<file path="config.mk">
export PLATFORM = sky130hd
export DESIGN_NAME = pipe_run_ctrl
export DESIGN_NICKNAME = d
export VERILOG_FILES = /design/src/rtl/pipe_run_ctrl.sv
export SDC_FILE = /design/constraint.sdc
export NUM_CORES = 1
export LEC_CHECK = 0
export CORE_MARGIN = 5
export CORE_UTILIZATION = 40
export DETAILED_ROUTE_END_ITERATION = 10
export PLACE_DENSITY = 0.9
export SYNTH_ARGS = -nofsm -noshare
export SYNTH_HDL_FRONTEND = slang
export SYNTH_SLANG_ARGS = --single-unit
</file>
<file path="constraint.sdc">
create_clock -name clk -period 2.65 [get_ports clk]
set_input_delay 0.3975 -clock clk [delete_from_list [all_inputs] [get_ports clk]]
set_output_delay 0.3975 -clock clk [all_outputs]
set_load 0.005 [all_outputs]
</file>
<file path="src/rtl/pipe_run_ctrl.sv">
// Run/halt/step sequencer with next-PC breakpoint and enabled-cycle counter.
// Define PIPE_RETIRE_CNT_EN to build the retired-instruction counter; otherwise retire_cnt is 0.
module pipe_run_ctrl #(
   parameter int unsigned CNT_W        = 32,
   parameter int unsigned STEP_W       = 16,
   parameter bit          RUN_ON_RESET = 1'b0
) (
   input  logic              clk,
   input  logic              rstn,
   input  logic              cmd_valid,
   output logic              cmd_ready,
   input  logic [1:0]        cmd,
   input  logic [STEP_W-1:0] step_n,
   input  logic              bp_en,
   input  logic [31:0]       bp_addr,
   input  logic [31:0]       npc,
   input  logic [31:0]       wb_ir,
   output logic              cpu_en,
   output logic              halted,
   output logic              bp_hit,
   output logic              step_done,
   output logic [CNT_W-1:0]  cycle_cnt,
   output logic [CNT_W-1:0]  retire_cnt
);

   typedef enum logic [1:0] {ST_HALT, ST_RUN, ST_STEP, ST_BREAK} state_t;
   typedef enum logic [1:0] {
      CMD_HALT  = 2'b00,
      CMD_RUN   = 2'b01,
      CMD_STEP  = 2'b10,
      CMD_CLEAR = 2'b11
   } cmd_t;

   localparam state_t RST_STATE = RUN_ON_RESET ? ST_RUN : ST_HALT;

   state_t            state_q, state_d;
   logic [STEP_W-1:0] rem_q, rem_d;
   logic              cpu_en_q;
   logic              done_q, done_d;
   logic              clr;
   logic              cmd_acc;
   logic              bp_cond;
   cmd_t              cmd_c;
   logic [CNT_W-1:0]  cycle_q;

   assign cmd_c     = cmd_t'(cmd);
   assign cmd_ready = (state_q != ST_STEP);
   assign cmd_acc   = cmd_valid && cmd_ready;
   assign bp_cond   = cpu_en_q && bp_en && (npc == bp_addr);

   always_comb begin
      state_d = state_q;
      rem_d   = rem_q;
      done_d  = 1'b0;
      clr     = 1'b0;
      if (state_q == ST_STEP) begin
         // Commands are ignored while stepping; a breakpoint ends the step early.
         rem_d = rem_q - STEP_W'(1);
         if (bp_cond) begin
            state_d = ST_BREAK;
            done_d  = 1'b1;
         end else if (rem_q == STEP_W'(1)) begin
            state_d = ST_HALT;
            done_d  = 1'b1;
         end
      end else begin
         if (cmd_acc) begin
            case (cmd_c)
               CMD_HALT:  state_d = ST_HALT;
               CMD_RUN:   state_d = ST_RUN;
               CMD_STEP: begin
                  if (state_q != ST_RUN) begin
                     state_d = ST_STEP;
                     rem_d   = (step_n == '0) ? STEP_W'(1) : step_n;
                  end
               end
               CMD_CLEAR: clr = 1'b1;
               default:   state_d = state_q;
            endcase
         end
         if (bp_cond)
            state_d = ST_BREAK;
      end
   end

   always_ff @(posedge clk or negedge rstn) begin
      if (!rstn) begin
         state_q  <= RST_STATE;
         rem_q    <= '0;
         cpu_en_q <= RUN_ON_RESET;
         done_q   <= 1'b0;
      end else begin
         state_q  <= state_d;
         rem_q    <= rem_d;
         cpu_en_q <= (state_d == ST_RUN) || (state_d == ST_STEP);
         done_q   <= done_d;
      end
   end

   always_ff @(posedge clk or negedge rstn) begin
      if (!rstn)
         cycle_q <= '0;
      else if (clr)
         cycle_q <= '0;
      else if (cpu_en_q)
         cycle_q <= cycle_q + CNT_W'(1);
   end

`ifdef PIPE_RETIRE_CNT_EN
   logic [CNT_W-1:0] retire_q;
   logic             real_insn;

   // Flushed bubbles (all zero) and canonical nops do not count as retired.
   assign real_insn = (wb_ir != 32'h0000_0000) && (wb_ir != 32'h0000_0013);

   always_ff @(posedge clk or negedge rstn) begin
      if (!rstn)
         retire_q <= '0;
      else if (clr)
         retire_q <= '0;
      else if (cpu_en_q && real_insn)
         retire_q <= retire_q + CNT_W'(1);
   end

   assign retire_cnt = retire_q;
`else
   logic unused_wb_ir;
   assign unused_wb_ir = ^wb_ir;
   assign retire_cnt   = '0;
`endif

   assign cpu_en    = cpu_en_q;
   assign halted    = (state_q == ST_HALT) || (state_q == ST_BREAK);
   assign bp_hit    = (state_q == ST_BREAK);
   assign step_done = done_q;
   assign cycle_cnt = cycle_q;

endmodule

</file>
Yosys cells after proc, flatten, opt, wreduce, memory -nomap -nowiden --
Index checks and enable logic that the tools add are counted.
Storage, ports and cells: bits in registers 52, logic and storage cells 51
Operators by class: $add $sub $neg 2, equal/unequal tests 11, mux-type cells 20, reductions and logical operators 13
Operator list (count):
- $mux 16 | 5
- $mux 32 | 2
- $add 32x1->32 const B | 1
- $eq 32x32->1 | 1
- $eq 16x1->1 const B | 1
- $logic_not 16->1 | 1
- $sub 16x1->16 const B | 1
- $mux 2 | 6
- $eq 2x2->1 const B | 5
- $reduce_bool 2->1 | 4
- $mux 1 | 6
- $pmux 2 s3 | 1
- $eq 2x1->1 const B | 2
- $logic_not 2->1 | 2
- $logic_and 1x1->1 | 3
- $reduce_and 3->1 | 1
- $logic_or 1x1->1 | 2
- $ne 2x1->1 const B | 1
- $ne 2x2->1 const B | 1

Longest topological paths before layout --
Gate-level depths: netlist (run 1).
word-level depth 8, mapped depth 9, depth with buffers taken out 7

Worst setup path before layout (run 1) --
OpenSTA, ideal clock, no wires.
path type input-to-reg, from input bp_addr[3], to register cpu_en_q, in the netlist cpu_en, setup time 0.120 ns, data arrival time 1.832 ns, data required time 2.530 ns, setup slack 0.699 ns, cell stages on the path 5, path through xnor2_1 > nand4_1 > or4_1 > or4_4 > and3_1
On the way: word-level cells in the longest chain between the ends 6, elaborated cells on any way between the ends 8, those cells by class eq/ne (3); mux (3); reduce/logical (2)
Ends and longest elaborated chain:
- from (decl) | line 15 | input logic [31:0] bp_addr,
- $eq 32x32->1 (*) | line 49 | assign bp_cond = cpu_en_q && bp_en && (npc == bp_addr);
- $logic_and 1x1->1 (*) | line 49
- $mux 2, on equally long branches | line 81, 59
- $mux 2 (*) | line 56 | if (state_q == ST_STEP) begin
- $eq 2x1->1 / $eq 2x2->1 (equally long branches) | line 95 | cpu_en_q <= (state_d == ST_RUN) || (state_d == ST_STEP);
- $logic_or 1x1->1 (*) | line 95
- to (signal assigned) | line 95
- to (decl) | line 38 | logic cpu_en_q;
Every way passes the cells marked *; elsewhere a longest branch is shown, timed or not. A chain may end at the register's enable or synchronous reset.

Final worst setup path (run 1) --
from input npc[26], to register cpu_en_q, in the netlist cpu_en
On the way: word-level cells in the longest chain between the ends 6, elaborated cells on any way between the ends 8, those cells by class eq/ne (3); mux (3); reduce/logical (2)
Ends and longest elaborated chain:
- from (decl) | line 16 | input logic [31:0] npc,
- $eq 32x32->1 (*) | line 49
- $logic_and 1x1->1 (*) | line 49
- $mux 2, on equally long branches | line 81, 59
- $mux 2 (*) | line 56
- $eq 2x1->1 / $eq 2x2->1 (equally long branches) | line 95
- $logic_or 1x1->1 (*) | line 95
Marks and branches as above.

==> results by group, run 1 <==
Run status
  – Status: finished, final reports clean

CTS
  – Worst-skew pair later-pin latency: 0.30 ns
  – CTS tree: built
  – CTS root buffer: clkbuf_8
  – Clk slew on worst S/H paths: roughly 0.10 ns
  – Clock tree buffer depth: 2
  – # hold bufs at CTS: 0
  – CTS Sinks: 52
  – Post-CTS sizing: 0
  – CTS HTree Levels: 2
  – Setup repair bufs after CTS: 0
  – CTS Buf Count: 5

STA
  – F_max: ~0.44 GHz
  – Final min period: 2.25 ns
  – Worst-Margin Slew: 0.670 ns
  – Max-slew headroom: 0.553
  – Worst hold slack: roughly 0.0046 ns
  – Pins Over Slew Limit: 0
  – Final Cycle Share: 0.850
  – RSZ-0062 raised after global routing: false
  – Setup TNS: 0 ns
  – Final Hold Fails: 0
  – Worst clock skew: 0.0143 ns
  – Final setup viols: 0

Final layout
  – Cell Count, Final, Fillers Out: about 640
  – Ratio of cells with drive above 1 in the final layout: 0.0378
  – Layout area overhead: 37.0%
  – Fillers: about 750
  – ANT cells: 0
  – Final Cell Area: a little under 0.005 mm^2
  – Nets@finish: 653

Global routing
  – First-pass GRT wire length: ~16,000 um
  – Largest net degree at the start of global routing: 33
  – GR Overflow Total: 0
  – Antenna violations before repair: 0
  – Global Route Usage Sum: 0.167
  – Vias in the first global route: 3,300

Floorplanning
  – Die footprint: 0.0109 mm^2
  – Placeable Area: just under 0.009 mm^2
  – Die X: 105 um
  – Number of cell rows: 34
  – Die Y: 105 um
  – I/O pin cnt: 187
  – Initial core utilization: 0.410

Detailed routing
  – Total number of vias: about 3,400
  – Routed WL: 9580 um
  – Wire per inst: 15.0 um
  – Vias per std cell: 5.36
  – Drt pass-1 iters: 4
  – ANT nets after route: 0
  – DRC violations left: 0
  – DR iter-0 viols: about 110

Logic synthesis
  – Dominant synthesized flop cell: dfrtp_1
  – Avg Cell Area, Syn: between 8 and 9 um^2
  – Sequential area share after synthesis: 0.364
  – Post-synth ARST share: 1.00
  – Area contributors post-synth: dfrtp_1 36%, xnor2_1 7.8%, xor2_1 7.6%
  – Mapped Cells: 411
  – Yosys reg bits: 52
  – Post-synth EDFFs: 0
  – Synth top area share: 0.364
  – Synth unique cells: 49
  – Ys Warns: 0
  – Synth Cell Area: approximately 0.0036 mm^2
  – Cell taking the most area after synthesis: dfrtp_1

Worst setup path
  – Arr. time, crit path: approximately 2.4 ns
  – CP endpoint kind: flip-flop
  – Worst Setup Path Type: input pin to flip-flop
  – CP required: 2.84 ns
  – Critical path's slowest cell: or4_1
  – Worst setup SP type: input pin
  – CP peak stage delay: 0.59 ns
  – Worst-path fanout max: 3
  – CP cell instances: clkdlybuf4s50_1 -> xnor2_1 -> nand4_1 -> or4_1 -> or4_4 -> and3_1

Placement
  – Hpwl dp: roughly 7700 um
  – Gpl congestion: roughly 0.9
  – # placed instances: 629
  – Placed Instance Area: 0.00478 mm^2
  – Port Buf Inserts: 122

Power and ir drop
  – Total power draw: 2.69 mW
  – Pwr dens: 550 mW/mm^2
  – VDD IR max: 0.305 mV
  – Leak: 1.98 nW

Job
  – Max Cap Viol: 0

Hold path
  – Hold Crit Class: input pin to asynchronous set/reset pin
## Yosys cell counts (2+ instances only)
cell       count
a21o_1         3
a21oi_1       22
a2bb2oi_1      2
and2_1         2
and3_1         8
and4_1         4
and4b_1        2
buf_4         32
clkbuf_1      17
dfrtp_1       52
ha_1           7
inv_1          7
nand2_1       21
nand2b_1       2
nand3_1       19
nand3b_1       3
nand4_1       21
nor2_1        51
nor3_1         9
nor3b_1        2
nor4_1        14
nor4_4         2
o21ai_0       17
o22ai_1        2
o31ai_1        2
or3_1          3
or4_1          2
xnor2_1       32
xor2_1        31
## per-stage QoR
stage / worst slack, ns / util
2_1_floorplan: 0.699 / -
3_3_place_gp: 0.103 / 0.549
3_5_place_dp: 0.0695 / 0.549
4_1_cts: 0.393 / 0.561
5_1_grt: 0.281 / 0.561
6_report: 0.398 / 0.561
## worst paths after layout
path,from,to,slack (ns),depth (start not counted)
worst max-delay path,npc[26],cpu_en,0.40,6
worst min-delay path,rstn,cycle_cnt[26],0.005,1
worst max register to register,rem_q[0],rem_q[12],0.49,7
worst min register to register,rem_q[11],rem_q[11],0.58,2
max in group asynchronous,rstn,cpu_en,2.00,2
min in group clk,rem_q[11],rem_q[11],0.58,2
## cells in the final DEF (no fill, tap or decap), drive strengths merged, types with 2 or more instances in the layout
master           n
nand2           21
clkbuf           5
conb            32
xnor2           32
and3             8
and4b            2
dfrtp           52
buf              8
and2             2
nand2b           2
o31ai            2
o22ai            2
and4             4
nand3b           3
nor3             9
xor2            31
or4              3
nor2            51
a21o             3
nand3           19
nor4            16
a21oi           22
nand4           21
clkdlybuf4s50  121
ha               7
nor3b            2
or3              3
inv              7
o21ai           17
a2bb2oi          2
## flip-flops by register name (all words and copies together) (netlist names)
| name | flops |
|---|---|
| cpu_en | 1 |
| rem_q | 16 |
| state_q | 2 |
| cycle_cnt | 32 |
| step_done | 1 |
## worst max-delay path: cells and delay by family
kind,cells,cell delay [ns]
buffers and inverters,1,0.49
xor gates and xnor gates,1,0.13
and+or+nand+nor,4,1.43
## logic make-up (layout without fill, tap and decap cells)
kind of cell               Yosys count  in the layout  synth area share
and+or+nand+nor                    169            169             0.256
xor gates and xnor gates            63             63             0.154
AOI/OAI and AO/OA                   61             61             0.104
buffers and inverters               57            144            0.0938
DFF                                 52             52             0.364
adders and majority gates            7              7            0.0245
other                                1             32           0.00105
muxes                                1              1           0.00280
## power breakdown
group          internal, mW  total [mW]  switching (mW)
Combinational         0.494       0.930           0.436
Clock                 0.280       0.548           0.268
Sequential            0.965        1.21           0.248
Total                  1.74        2.69           0.952
## layer usage
layer | up-vias | part of all wire | global-route usage
li1 | 1627 | - | -
met1 | 1619 | 0.39 | 0.196
met4 | 0 | 0.015 | 0.0416
met3 | 18 | 0.082 | 0.0478
met2 | 151 | 0.51 | 0.299
met5 | - | 0 | 0
## cell type report
class | count | area, um^2 | share of cell area
Tap cell | 108 | 135 | 0.0276
Inverter | 7 | 26.3 | 0.00537
Sequential cell | 52 | 1300 | 0.266
Clock inverter | 3 | 42.5 | 0.00869
Multi-Input combinational cell | 333 | 2050 | 0.419
Timing Repair Buffer | 129 | 1270 | 0.259
Clock buffer | 5 | 68.8 | 0.0141
No activity file was read; power rests on OpenSTA's default activity.
==> inputs of run 2 (changes only) <==
Settings changed: CORE_UTILIZATION 40 to 36, PLACE_DENSITY 0.9 to 0.86.
Clock period 2.65 ns to 1.92 ns, I/O delays scaled along.
==> run 2 against run 1 <==
  * Worst hold slack gained 0.50 ns
  * Non-clock buffer count grew 24
  * Via count grew 3.9%
  * Clock power grew 45%
  * Final cell count grew 7.7%
  * Utilization shrank 2.2 points
  * Clock-buffer cell count grew 1
  * Global-route usage shrank 0.30 points
  * Die area grew 10%
  * Power grew 44%
  * Critical path depth shrank 1
  * Largest power group unchanged
==> results by group, run 2 (synthesized netlist as in run 1, its figures left out) <==
Worst setup path
  – R2r startpoint: rem_q[1]
  – Worst setup SP type: flip-flop
  – R2R depth: 5 (-2)
  – Worst-path fanout max: 5 (+2)
  – Worst Setup Path Type: flip-flop to flip-flop
  – CP endpoint kind: flip-flop
  – CP required: 2.14 ns (-0.70 ns)
  – Arr. time, crit path: 2.05 ns (-0.39 ns)
  – Reg2Reg Setup Slack: 0.09 ns (-0.40 ns)
  – Worst Setup SP: rem_q[1]
  – R2R Path End: rem_q[13]

CTS
  – CTS root buffer: clkbuf_8
  – CTS tree: built
  – Worst-skew pair later-pin latency: 0.30 ns (about the same)
  – Clock tree buffer depth: 2 (unchanged)
  – Clk slew on worst S/H paths: 0.10 ns (about the same)
  – CTS Sinks: 52 (unchanged)
  – CTS HTree Levels: 2 (unchanged)
  – CTS Buf Count: 5 (unchanged)

Placement
  – Gpl congestion: 0.919 (+5.0%)
  – # placed instances: 674 (+7.2%)
  – Port Buf Inserts: 122 (unchanged)
  – Pre-CTS setup slack: -0.509 ns (-0.578 ns)
  – Hpwl dp: 8170 um (+6.1%)
  – Placed Instance Area: 0.00499 mm^2 (+4.3%)

STA
  – Pins Over Slew Limit: 0 (unchanged)
  – Worst clock skew: 0.0152 ns (+0.000880 ns)
  – F_max: about 0.55 GHz
  – Final setup viols: 0 (unchanged)
  – Final Cycle Share: 0.954
  – Final worst setup slack: 0.0883 ns (-0.309 ns)
  – Final Hold Fails: 0 (unchanged)
  – Worst-Margin Slew: 0.524 ns (-0.146 ns)
  – Final min period: 1.83 ns
  – Setup TNS: 0 ns (unchanged)
  – Max-slew headroom: 0.651 (+0.0982)
  – Worst hold slack: 0.506 ns (+0.501 ns)

Final layout
  – Max reg flops: 32 (unchanged)
  – Final Cell Area: 0.00525 mm^2 (+7.2%)
  – Fillers: 865 (+15%)
  – Cell Count, Final, Fillers Out: 686 (+7.7%)
  – Nets@finish: 677 (+3.7%)
  – Layout area overhead: 46.8%
  – Register area: 0.00130 mm^2 (+0.19%)
  – Commonest non-fill, non-tap cell in the layout: clkdlybuf4s50_1
  – Most frequent cells in the layout: 95 x clkdlybuf4s50_1, 51 x nor2_1, 50 x dfrtp_1
  – ANT cells: 0 (unchanged)
  – Ratio of cells with drive above 1 in the final layout: 0.105 (+0.0671)
  – Multi-input gate area: 0.00211 mm^2 (+3.0%)

Floorplanning
  – Number of cell rows: 36 (+5.9%)
  – Placeable Area: 0.00973 mm^2 (+12%)
  – Die X: 110 um (+4.9%)
  – Die Y: 110 um (+4.9%)
  – Die footprint: 0.0120 mm^2 (+10%)
  – Initial core utilization: 0.367 (-0.0425)
  – I/O pin cnt: 187 (unchanged)

Detailed routing
  – Wire per inst: 15.0 um (-0.24%)
  – Total number of vias: 3,548 (+3.9%)
  – DRC violations left: 0 (unchanged)
  – DR iter-0 viols: 141 (+33%)
  – Routed WL: 10,300 um (+7.4%)
  – ANT nets after route: 0 (unchanged)
  – Vias per std cell: 5.17 (-3.5%)
  – Drt pass-1 iters: 5 (+1)

Global routing
  – Largest net degree at the start of global routing: 33 (unchanged)
  – GR Overflow Total: 0 (unchanged)
  – Antenna violations before repair: 0 (unchanged)
  – Global Route Usage Sum: 0.164 (-0.00298)
  – Vias in the first global route: 3,420 (+3.6%)
  – First-pass GRT wire length: 15,900 um (+1.9%)

Power and ir drop
  – VDD IR max: 0.385 mV (+26%)
  – Pwr dens: 739 mW/mm^2 (+34%)
  – Leak: 2.33 nW (+17%)

Job
  – Max Cap Viol: 0 (unchanged)

Run status
  – Status: finished, final reports clean

Hold path
  – Hold Crit Class: input pin to asynchronous set/reset pin
-- run 2: cell types whose count changed in the layout (fill, tap and decap cells not counted), sizes merged --
cell           delta
clkdlybuf4s50    -26
dlygate4sd2       +4
dlygate4sd3       +1
clkinvlp          -1
buf              +23
dlymetal6s2s     +22
clkbuf            +1
-- run 2: worst max path at each step --
| stage | endpoint | cells after the start |
|---|---|---|
| 2_1_floorplan | cycle_cnt[24] | 9 |
| 5_1_grt | rem_q[13] | 5 |
| 3_5_place_dp | cpu_en | 6 |
| 3_3_place_gp | cpu_en | 6 |
| 6_report | rem_q[13] | 5 |
| 4_1_cts | cpu_en | 6 |
-- run 2: where the power goes --
group | internal, mW | leakage, nW | switching, mW
clock | 0.427 | 0.0614 | 0.368
combinational | 0.767 | 1.59 | 0.655
sequential | 1.34 | 0.672 | 0.324
total | 2.53 | 2.33 | 1.35
-- run 2: per-layer routing --
layer  global-route usage  wire length, um  share of wire
met5                    0                0              0
met4               0.0383               95         0.0092
met3               0.0382              909          0.088
met2                0.291             5300           0.51
met1                0.201             3990           0.39
-- run 2: stage by stage --
step / power, mW / util
3_3_place_gp: 2.99 / 0.513
5_1_grt: 4.15 / 0.539
4_1_cts: 3.86 / 0.527
2_1_floorplan: 2.39 / -
3_5_place_dp: 3.05 / 0.513
6_report: 3.88 / 0.539
-- run 2: worst max-delay path: stages (launching register included) --
cell	delay (ns)
dfrtp_2	0.46
nor4_4	0.30
nand3b_1	0.16
or4b_4	0.52
a21oi_2	0.15
a2bb2oi_1	0.15
-- run 2: final cells by class --
class | count | area share
Multi-Input combinational cell | 333 | 0.403
Sequential cell | 52 | 0.249
Clock buffer | 6 | 0.0157
Timing Repair Buffer | 153 | 0.289
Clock inverter | 2 | 0.00739
Tap cell | 133 | 0.0317
Inverter | 7 | 0.00501
-- run 2: timing repair --
action,in CTS,in global routing
pin swaps,4,22
setup buffers,1,2
resized for setup,5,35
hold buffers,1,0
endpoints found under the setup margin,5,14
hold endpoints to repair,20,0
